--- src/rtl/instr_fetch_unit.sv ---
// Program counter and fetch control feeding a 1-cycle-latency instruction memory.
// Handles decode stall, execute redirect, and a sticky trap on misaligned targets.
module instr_fetch_unit #(
    parameter logic [31:0] RESET_PC = 32'h0000_0000,
    parameter int          ADDR_W   = 10
) (
    input  logic              clk,
    input  logic              rst,
    input  logic              stall,
    input  logic              redirect_valid,
    input  logic [31:0]       redirect_pc,
    output logic [ADDR_W-1:0] imem_addr,
    input  logic [31:0]       imem_data,
    output logic [31:0]       instr,
    output logic [31:0]       instr_pc,
    output logic              instr_valid,
    output logic              fetch_err,
    output logic [31:0]       fetch_count
);

    typedef enum logic [1:0] {
        BOOT = 2'd0,
        RUN  = 2'd1,
        TRAP = 2'd2
    } state_t;

    state_t      state;
    state_t      state_next;
    logic [31:0] pc_q;
    logic [31:0] pc_next;
    logic [31:0] if_pc_q;
    logic [31:0] if_pc_next;
    logic        if_valid_q;
    logic        if_valid_next;
    logic        fetch_err_next;
    logic        redirect_aligned;
    logic        redirect_misaligned;

    assign redirect_aligned    = redirect_valid && (redirect_pc[1:0] == 2'b00);
    assign redirect_misaligned = redirect_valid && (redirect_pc[1:0] != 2'b00);

    assign instr       = imem_data;
    assign instr_pc    = if_pc_q;
    assign instr_valid = if_valid_q && !redirect_valid && (state == RUN);

    always_ff @(posedge clk or negedge rst) begin
        if (!rst) begin
            state       <= BOOT;
            pc_q        <= RESET_PC;
            if_pc_q     <= RESET_PC;
            if_valid_q  <= 1'b0;
            fetch_err   <= 1'b0;
            fetch_count <= '0;
        end else begin
            state      <= state_next;
            pc_q       <= pc_next;
            if_pc_q    <= if_pc_next;
            if_valid_q <= if_valid_next;
            fetch_err  <= fetch_err_next;
            if (instr_valid && !stall) begin
                fetch_count <= fetch_count + 32'd1;
            end
        end
    end

    always_comb begin
        state_next     = state;
        pc_next        = pc_q;
        if_pc_next     = if_pc_q;
        if_valid_next  = if_valid_q;
        fetch_err_next = fetch_err;
        imem_addr      = pc_q[ADDR_W+1:2];

        unique case (state)
            BOOT: begin
                pc_next       = RESET_PC + 32'd4;
                if_pc_next    = RESET_PC;
                if_valid_next = 1'b1;
                state_next    = RUN;
            end
            RUN: begin
                // While stalled the memory re-reads the displayed word so instr stays put.
                if (stall) begin
                    imem_addr = if_pc_q[ADDR_W+1:2];
                end
                if (redirect_misaligned) begin
                    state_next     = TRAP;
                    fetch_err_next = 1'b1;
                    if_valid_next  = 1'b0;
                end else if (redirect_aligned) begin
                    pc_next       = redirect_pc + 32'd4;
                    if_pc_next    = redirect_pc;
                    if_valid_next = 1'b1;
                    imem_addr     = redirect_pc[ADDR_W+1:2];
                end else if (!stall) begin
                    if_pc_next    = pc_q;
                    pc_next       = pc_q + 32'd4;
                    if_valid_next = 1'b1;
                end
            end
            TRAP: begin
                state_next = TRAP;
            end
            default: begin
                state_next = BOOT;
            end
        endcase
    end

endmodule
--- config.mk ---
export PLATFORM = sky130hd
export DESIGN_NAME = instr_fetch_unit
export DESIGN_NICKNAME = d
export VERILOG_FILES = /design/src/rtl/instr_fetch_unit.sv
export SDC_FILE = /design/constraint.sdc
export NUM_CORES = 1
export LEC_CHECK = 0
export CAP_MARGIN = 20
export CORE_MARGIN = 3
export CORE_UTILIZATION = 47
export CTS_CLUSTER_SIZE = 40
export DETAILED_ROUTE_END_ITERATION = 8
export PLACE_DENSITY_LB_ADDON = 0.1
export REMOVE_ABC_BUFFERS = 1
export SYNTH_ARGS = -nofsm -noshare
export SYNTH_HDL_FRONTEND = slang
export SYNTH_SLANG_ARGS = --single-unit
--- constraint.sdc ---
create_clock -name clk -period 3.87 [get_ports clk]
set_clock_uncertainty 0.2 [all_clocks]
set_input_delay 0.774 -clock clk [delete_from_list [all_inputs] [get_ports clk]]
set_output_delay 0.774 -clock clk [all_outputs]
set_load 0.03 [all_outputs]
==> results of run 1 <==
## how the worst max path moves through the flow
stage,to,slack [ns],depth (start not counted),from
finish,imem_addr[8],0.14,7,redirect_valid
global route,imem_addr[5],0.04,10,redirect_valid
CTS,imem_addr[5],0.12,9,redirect_valid
detailed placement,pc_q[28],-0.06,11,redirect_valid
global placement,pc_q[28],0.07,11,redirect_valid
floorplan,fetch_count[1],-2.10,5,redirect_valid
## cell usage in the layout (no fill, tap or decap), types with 2 or more instances in the layout
cell type | netlist | layout
sky130_fd_sc_hd__a22o_1 | 4 | 4
sky130_fd_sc_hd__a31oi_1 | 3 | 3
sky130_fd_sc_hd__buf_12 | 1 | 8
sky130_fd_sc_hd__mux2i_1 | 28 | 28
sky130_fd_sc_hd__nand2_1 | 82 | 82
sky130_fd_sc_hd__o211ai_1 | 5 | 5
sky130_fd_sc_hd__nor2_1 | 52 | 52
sky130_fd_sc_hd__and4_1 | 4 | 4
sky130_fd_sc_hd__buf_4 | 33 | 42
sky130_fd_sc_hd__o221ai_1 | 3 | 3
sky130_fd_sc_hd__nor4b_1 | 2 | 2
sky130_fd_sc_hd__ha_1 | 4 | 4
sky130_fd_sc_hd__nand4_1 | 22 | 22
sky130_fd_sc_hd__and3_1 | 12 | 12
sky130_fd_sc_hd__xor2_1 | 15 | 15
sky130_fd_sc_hd__nand3_1 | 43 | 43
sky130_fd_sc_hd__xnor2_1 | 37 | 37
sky130_fd_sc_hd__o21bai_1 | 3 | 3
sky130_fd_sc_hd__o21ai_0 | 50 | 49
sky130_fd_sc_hd__inv_1 | 12 | 12
sky130_fd_sc_hd__or4_1 | 3 | 3
sky130_fd_sc_hd__nor3_1 | 22 | 22
sky130_fd_sc_hd__a21o_1 | 9 | 9
sky130_fd_sc_hd__clkdlybuf4s50_1 | 0 | 100
sky130_fd_sc_hd__a21oi_1 | 38 | 37
sky130_fd_sc_hd__clkbuf_16 | 0 | 9
sky130_fd_sc_hd__dfrtp_1 | 100 | 100
sky130_fd_sc_hd__or3_1 | 3 | 3
sky130_fd_sc_hd__a221o_1 | 3 | 3
sky130_fd_sc_hd__o21ai_1 | 9 | 9
sky130_fd_sc_hd__o21a_1 | 2 | 2
sky130_fd_sc_hd__and2_1 | 5 | 5
sky130_fd_sc_hd__o22ai_1 | 14 | 14
sky130_fd_sc_hd__nor4_1 | 8 | 8
## cell families after synthesis
family	after synthesis	share of synthesized area (%)
compound gates	157	15.9
fa+ha+maj	4	0.806
mux	30	4.93
flops	100	40.3
buf+inv	84	8.72
simple gates	272	22.0
xor+xnor	52	7.33
## area by class of cell
class	instances	area [sq um]
clock inverter	6	71.3
multi-input combinational	515	3180
tap	172	215
clock buffer	10	239
inverter	12	45.0
sequential	100	2500
fill	1098	5040
timing repair buffer	150	1480
## worst reg2reg max path, stage by stage, from the launching register on
cell and delay, ns:
sky130_fd_sc_hd__dfrtp_1 0.43, sky130_fd_sc_hd__nand2_1 0.11, sky130_fd_sc_hd__nand2_1 0.09, sky130_fd_sc_hd__ha_1 0.23
sky130_fd_sc_hd__nand4_1 0.22, sky130_fd_sc_hd__nor4_1 0.47, sky130_fd_sc_hd__o22a_2 0.31, sky130_fd_sc_hd__nand2_1 0.10
sky130_fd_sc_hd__or3_1 0.32, sky130_fd_sc_hd__o211ai_1 0.10
## state kept, by name, indices dropped and copies added, names as in the netlist
signal,count
state,2
instr_pc,32
fetch_err,1
if_valid_q,1
pc_q,32
fetch_count,32
## power groups by stage
| stage | Clock, W | Sequential, W | Combinational [W] |
|---|---|---|---|
| after floorplan | 0 | 0.00140 | 0.000627 |
| after global placement | 0 | 0.00132 | 0.00133 |
| after detailed placement | 0 | 0.00132 | 0.00135 |
| after CTS | 0.000971 | 0.00130 | 0.00136 |
| after global routing | 0.00101 | 0.00133 | 0.00147 |
| final | 0.000964 | 0.00131 | 0.00136 |
## layer usage
metal / global-route usage (%) / up-vias / routed length (um)
met4: 7.51 / 2 / 270
met1: 36.6 / 2760 / 8430
met3: 6.34 / 19 / 1660
li1: - / 2633 / -
met5: 2.94 / - / 30
met2: 38.7 / 266 / 8390
## through the flow
| step | setup WS (ns) | util (%) | total power (W) |
|---|---|---|---|
| after floorplan | -2.10 | - | 0.00203 |
| after global placement | 0.0748 | 58.1 | 0.00265 |
| after detailed placement | -0.0581 | 58.1 | 0.00268 |
| after CTS | 0.116 | 60.5 | 0.00364 |
| after global routing | 0.0410 | 60.5 | 0.00382 |
| final | 0.137 | 60.5 | 0.00363 |
==> results list, run 1 <==
- Result of the run: completed
* Number of port buffers: 111
* Final setup violating endpoints: 0
* Inserted Clock Buffers: 9
* Total global routing track utilization: around 26%
- Area of the die: 14600 sq um
* Initial antenna violation count: 0
- Cell area after synthesis: 6210 sq um
* FF+latch count, synth: 100
- In this run the critical register-to-register path is captured at pc_q[24].
- Combinational cells account for 37.4% of the total power.
- Unrepaired setup endpoints after global routing: no
* Internal power summed over all cells: about 0.0022 W
- Summing the sequential cell areas from Yosys gives about 40% of the chip area.
* Number of placement rows: 41
- Setup slack of the worst register-to-register path: 1.21 ns
* Classification of the worst-slack hold path: in -> async
- In this run the power spent charging and discharging nets is approximately 0.0014 W.
- Static power due to leakage: 3.20 nW
* Chain of cells forming the critical path: clkdlybuf4s50_1 -> or3b_2 -> buf_4 -> buf_4 -> o22ai_1 -> a21oi_1 -> buf_12
* First drt pass iteration count: 5
* Period Utilization, post-route: 96.5%
- Final Max Tran Viols: 0
- Count of unique library cells instantiated by Yosys: ~70
- After global routing the overflow that remains totals 0.
* Clock sink count: 100
* Width of the chip: 121 um
- With fillers left out, the area of the finished cells amounts to 7730 sq um.
- The clock tree synthesis step divided the H-tree into 3 levels.
- Data arrival, critical path: 2.76 ns
- For this run, design rule violations remaining after detail routing come to 0.
* Area delta synth->final: 24.5%
- Sum of negative setup slack: 0 ns
* CP top delay family: buffers and inverters
- Max-Cap Viols: 0
* Drt via density: 5.89
- The Yosys step of the flow raised 0 warnings.
* Fraction of registers with async set or reset after synthesis: 100%
* Detail Route Antenna Nets: 0
* Clk network pwr share: 26.6%
- Registers are responsible for between 30% and 40% of the overall power.
* Area leader, netlist: sky130_fd_sc_hd__dfrtp_1
* Post-CTS resize count: 0
- The most common cell in the synthesized netlist is sky130_fd_sc_hd__dfrtp_1.
* CORE AREA: 12800 sq um
- Data on the critical path is required at its endpoint by 2.90 ns.
- For this block, the routed nets add up to between 15000 and 20000 um of wire.
* Area after detailed placement: 7420 sq um
- Proportion of netlist area held by the largest area contributor: 40.3%
- The critical path is of the in -> out type.
* Hold slack final: 0.247 ns
- TritonCTS built the clock tree.
- Critical Path Max Stage Delay: 0.59 ns
- 176 I/O pins were placed.
- Placer congestion estimate: 0.897
- In this run the tightest slew margin relative to its limit is 43.8%.
- FMAX: 268 MHz
- Source-to-sink clock delay at the later pin of the worst-skew pair: 0.36 ns
* Number of global-route vias before repair: 5557
* Post-synth top cells: 100 x sky130_fd_sc_hd__dfrtp_1, 82 x sky130_fd_sc_hd__nand2_1, 52 x sky130_fd_sc_hd__nor2_1, 50 x sky130_fd_sc_hd__o21ai_0, 43 x sky130_fd_sc_hd__nand3_1
* Share of post-route cells with drive strength above 1: a little over a tenth
- Clock root buffer: sky130_fd_sc_hd__clkbuf_16
- STA classifies the critical path endpoint as an output port.
- Final worst path period need: about 3.7 ns
- Worst Path Buf+Inv: 4
* Maximum fanout along the worst path: 13
- After detailed routing, the average wire length per cell comes to 19.5 um.
- Leading cell types by total area after synthesis: sky130_fd_sc_hd__dfrtp_1 40%, sky130_fd_sc_hd__xnor2_1 5.2%, sky130_fd_sc_hd__nand2_1 5.0%
- Post-CTS setup buffers: 0
* Final-stage net count: 860
- The average instance in the mapped netlist occupies 8.89 sq um.
* Placed cell count: ~950
* Layout Cells excl Fill: 965
- After clock tree synthesis, the clock-pin slew on the worst setup and hold paths is approximately 0.070 ns.
- Cells after Synth: 699
- First-pass GRT wire length: 29700 um
* Pin count of the biggest net entering global routing: between 50 and 60
- The wire-length estimate of the detail-placed layout is 13600 um.
- Critical path's slowest cell: sky130_fd_sc_hd__or3b_2
* Peak ir drop on the vdd network: between 0.0003 and 0.0004 V
* Type of element launching the critical path: input pin
- Cts hold-fix bufs: 0
- Among all flip-flop cells after synthesis, the most frequent one is sky130_fd_sc_hd__dfrtp_1.
- Cell mode on critical path: sky130_fd_sc_hd__buf_4
- The final-report hold violation count came to 0.
- Pwr per Cell Area: 469 nW/um^2
- The number of antenna diodes in the final layout is 0.
- Start of the worst register-to-register path: pc_q[2]
- Starting utilization of the core area: 48.6%
- In this run the deepest clock path goes through 2 buffers.
* Total number of vias: 5680
- Pin slew with the least headroom to its limit: 0.843 ns
- Net switching is 38.7% of the power.
* Detailed router's first-iteration violation count: 444
* Vertical extent of the die: 121 um
- In this run, synthesis inferred 0 flip-flops with an integrated enable.
* Worst reg2reg path depth: 9
No activity file was read; power rests on OpenSTA's default activity.
==> inputs of run 2 (changes only) <==
--- a/config.mk
+++ b/config.mk
@@ -5,7 +5,7 @@
 export SDC_FILE = /design/constraint.sdc
 export NUM_CORES = 1
 export LEC_CHECK = 0
-export CAP_MARGIN = 20
+export CAP_MARGIN = 10
 export CORE_MARGIN = 3
 export CORE_UTILIZATION = 47
 export CTS_CLUSTER_SIZE = 40
==> results of run 2 <==
Final layout, timing and power as in run 1 (identical DEF).
==> inputs of run 3 (changes only) <==
--- a/config.mk
+++ b/config.mk
@@ -8,7 +8,8 @@
 export CAP_MARGIN = 10
 export CORE_MARGIN = 3
 export CORE_UTILIZATION = 47
-export CTS_CLUSTER_SIZE = 40
+export CTS_CLUSTER_DIAMETER = 120
+export CTS_CLUSTER_SIZE = 24
 export DETAILED_ROUTE_END_ITERATION = 8
 export PLACE_DENSITY_LB_ADDON = 0.1
 export REMOVE_ABC_BUFFERS = 1
==> constraint.sdc (replaced) <==
create_clock -name clk -period 3.75 [get_ports clk]
set_clock_uncertainty 0.2 [all_clocks]
set_input_delay 0.75 -clock clk [delete_from_list [all_inputs] [get_ports clk]]
set_output_delay 0.75 -clock clk [all_outputs]
set_load 0.03 [all_outputs]
==> run 3 against run 2 <==
  * Non-clock buffer count grew 7
  * Critical endpoint is now imem_addr[5]
  * Critical path depth grew 2
  * Combinational power grew 5%
==> results list, run 3 (synthesis gave the netlist of run 1 again) <==
- Result of the run: completed
- Static power due to leakage: 3.23 nW (+1.2%)
- Capture point of the critical path: imem_addr[5]
* Critical path class: in -> out
- The overflow left after global routing came to 0 (unchanged).
- The final-report hold violation count is 0 (unchanged).
* Sum of negative setup slack: 0 ns (unchanged)
- The post-layout total power was 0.00375 W (+3.4%).
- Area after detailed placement: 7470 sq um (+0.71%)
* Drt via density: 5.86 (-0.41%)
- The highest cell delay on the worst timing path was 0.54 ns (-0.05 ns).
- The number of setup violations in the final report is 0 (unchanged).
- Level count of the clock H-tree: 3 (unchanged)
- Hold slack final: 0.228 ns (-0.0189 ns)
- Detailed route wirelength on metal3: 1500 um (-9.5%)
* Max layer used: met5
- Detail Route Antenna Nets: 0 (unchanged)
- The switching power came to 0.00144 W (+2.4%).
- Number of diodes added for antenna fixing: 0 (unchanged)
- The overall global routing resource usage came to 25.2% (-0.51 points).
- Pwr per Cell Area: 482 nW/um^2 (+2.7%)
- The count of hold-fix buffers inserted at cts was 0 (unchanged).
- Worst reg2reg path depth: 7 (-2)
- First drt pass iteration count: 5 (unchanged)
- Total number of vias: 5698 (+0.32%)
- The largest fanout on the critical path came to 12 (-1).
- The row count came to 41 (unchanged).
* Critical path's slowest cell: sky130_fd_sc_hd__clkdlybuf4s50_1
- STA classifies the critical path startpoint as an input pin.
- Share of post-route cells with drive strength above 1: 11.4% (+0.78 points)
- Area delta synth->final: 25.3%
- Layout Cells excl Fill: 972 (+0.73%)
- The largest net degree at the start of global routing came to 53 (+1.9%).
- The portion of total power attributed to the clock network came to 26.0% (-0.6 points).
* Internal power summed over all cells: 0.00232 W (+4.1%)
- The worst vdd rail ir drop was 0.000368 V (+18%).
- The worst endpoint data arrival time was 2.65 ns (-0.11 ns).
- Max-Cap Viols: 0 (unchanged)
- CP top delay family: buffers and inverters
* Number of global-route vias before repair: 5577 (+0.36%)
* Initial antenna violation count: 0 (unchanged)
- The critical path goes through clkdlybuf4s50_1 -> nor3b_4 -> buf_4 -> nor2_1 -> nor2_1 -> buf_4 -> nor2_1 -> a21oi_1 -> buf_12.
- CORE AREA: 12800 sq um (unchanged)
* Setup slack of the worst register-to-register path: 1.05 ns (-0.16 ns)
- I/O Pins: 176 (unchanged)
- The required time of the critical path is 2.80 ns (-0.10 ns).
- The last weighted congestion value of the routability-driven placer was 0.950 (+5.9%).
- Width of the chip: 121 um (unchanged)
- The combinational power share is 38.1% (+0.7 points).
* Clock edge transition at the registers on the reported setup and hold paths: 0.07 ns (about the same)
- Number of port buffers: 111 (unchanged)
- Period Utilization, post-route: 95.9%
- The number of design rule violations left after detail routing is 0 (unchanged).
* Worst Path Buf+Inv: 4 (unchanged)
- Final Max Tran Viols: 0 (unchanged)
* Clock sink count: 100 (unchanged)
- In the layout the commonest cells are 100 x sky130_fd_sc_hd__dfrtp_1, 100 x sky130_fd_sc_hd__clkdlybuf4s50_1, 82 x sky130_fd_sc_hd__nand2_1, 52 x sky130_fd_sc_hd__nor2_1.
- The final standard cell area without fillers is 7790 sq um (+0.70%).
* Starting utilization of the core area: 48.6% (unchanged)
- The smallest clock period supported by the final layout is computed as ~3.6 ns.
- The worst setup path is captured at an output port.
* Worst slew margin: 40.4% (-3.4 points)
* Vertical extent of the die: 121 um (unchanged)
- Met1 wire length: 8370 um (-0.72%)
* Detailed router's first-iteration violation count: 374 (-16%)
* Classification of the worst-slack hold path: in -> async
- CP Depth: 9 (+2)
- Destination of the worst register-to-register timing path: pc_q[29]
* Sum of routed wire length over all layers: 18400 um (-1.9%)
- Post-detailed-route wirelength per cell: 18.9 um (-2.6%)
* Switching portion of total power: 38.3% (-0.39 points)
- Cell mode on critical path: sky130_fd_sc_hd__nor2_1
* Area of the die: 14600 sq um (unchanged)
- In this run the worst setup path begins at redirect_valid.
* First-pass GRT wire length: 29500 um (-0.58%)
- The share of total power in sequential cells is 35.9% (-0.2 points).
- In this run the critical register-to-register path is launched from pc_q[4].
- Bufs on Longest Clock Path: 2 (unchanged)
- Source-to-sink clock delay at the later pin of the worst-skew pair: 0.35 ns (about the same)
- The total length of routed met2 wires came to 8210 um (-2.1%).
- The net count of the finished layout was 867 (+0.81%).
- The slew at the pin closest to its max-slew limit was 0.892 ns (+0.0489 ns).
- FMAX: 278 MHz
- TritonCTS built the clock tree.
- Dpl hpwl: 13500 um (-0.70%)
* Clock root buffer: sky130_fd_sc_hd__clkbuf_16
- Inserted Clock Buffers: 9 (unchanged)
- The count of placed standard cells including taps came to 955 (+0.74%).
[run 3: final cells by class]
cell class,instances,area (sq um)
clock buffers,10,239
clock inverters,6,70.1
fillers,1090,4990
inverters,12,45.0
multi-input cells,515,3190
flip-flops and latches,100,2500
well taps,172,215
repair buffers,157,1530
[run 3: how the worst min path moves through the flow]
stage	startpoint	endpoint	slack, ns	cells after the start
final	rst	fetch_count[22]	0.23	1
after global routing	rst	fetch_count[22]	0.28	1
after CTS	rst	fetch_count[22]	0.26	1
after detailed placement	fetch_count[31]	fetch_count[31]	0.26	1
after global placement	fetch_count[31]	fetch_count[31]	0.26	1
after floorplan	rst	fetch_count[0]	0.25	0
[run 3: what timing repair did]
action | in CTS | in global routing
setup buffers | 0 | 1
hold endpoints to repair | 0 | 0
setup endpoints to repair | 0 | 6
resized for setup | 0 | 1
[run 3: power by group through the flow]
stage	combinational [W]	sequential, W	clock (W)
finish	0.00143	0.00135	0.000977
global route	0.00155	0.00137	0.00104
CTS	0.00143	0.00134	0.000992
detailed placement	0.00142	0.00136	0
global placement	0.00140	0.00136	0
floorplan	0.000647	0.00145	0
[run 3: metal layers]
| layer | track usage [%] | up-vias |
|---|---|---|
| met5 | 2.94 | - |
| li1 | - | 2657 |
| met1 | 35.2 | 2771 |
| met3 | 7.65 | 23 |
| met2 | 37.4 | 245 |
| met4 | 7.79 | 2 |
[run 3: through the flow]
stage / util [%] / setup slack, ns
floorplan: - / -2.20
global route: 61.0 / -0.00895
detailed placement: 58.5 / -0.116
global placement: 58.5 / 0.0470
finish: 61.0 / 0.153
CTS: 60.9 / 0.0273
[run 3: worst reg2reg max path, stage by stage, from the launching register on]
cell                      delay, ns
sky130_fd_sc_hd__dfrtp_1       0.44
sky130_fd_sc_hd__nand3_1       0.17
sky130_fd_sc_hd__nor3_1        0.47
sky130_fd_sc_hd__a32oi_1       0.12
sky130_fd_sc_hd__buf_4         0.22
sky130_fd_sc_hd__or4_1         0.67
sky130_fd_sc_hd__or2_0         0.27
sky130_fd_sc_hd__nand3_1       0.08
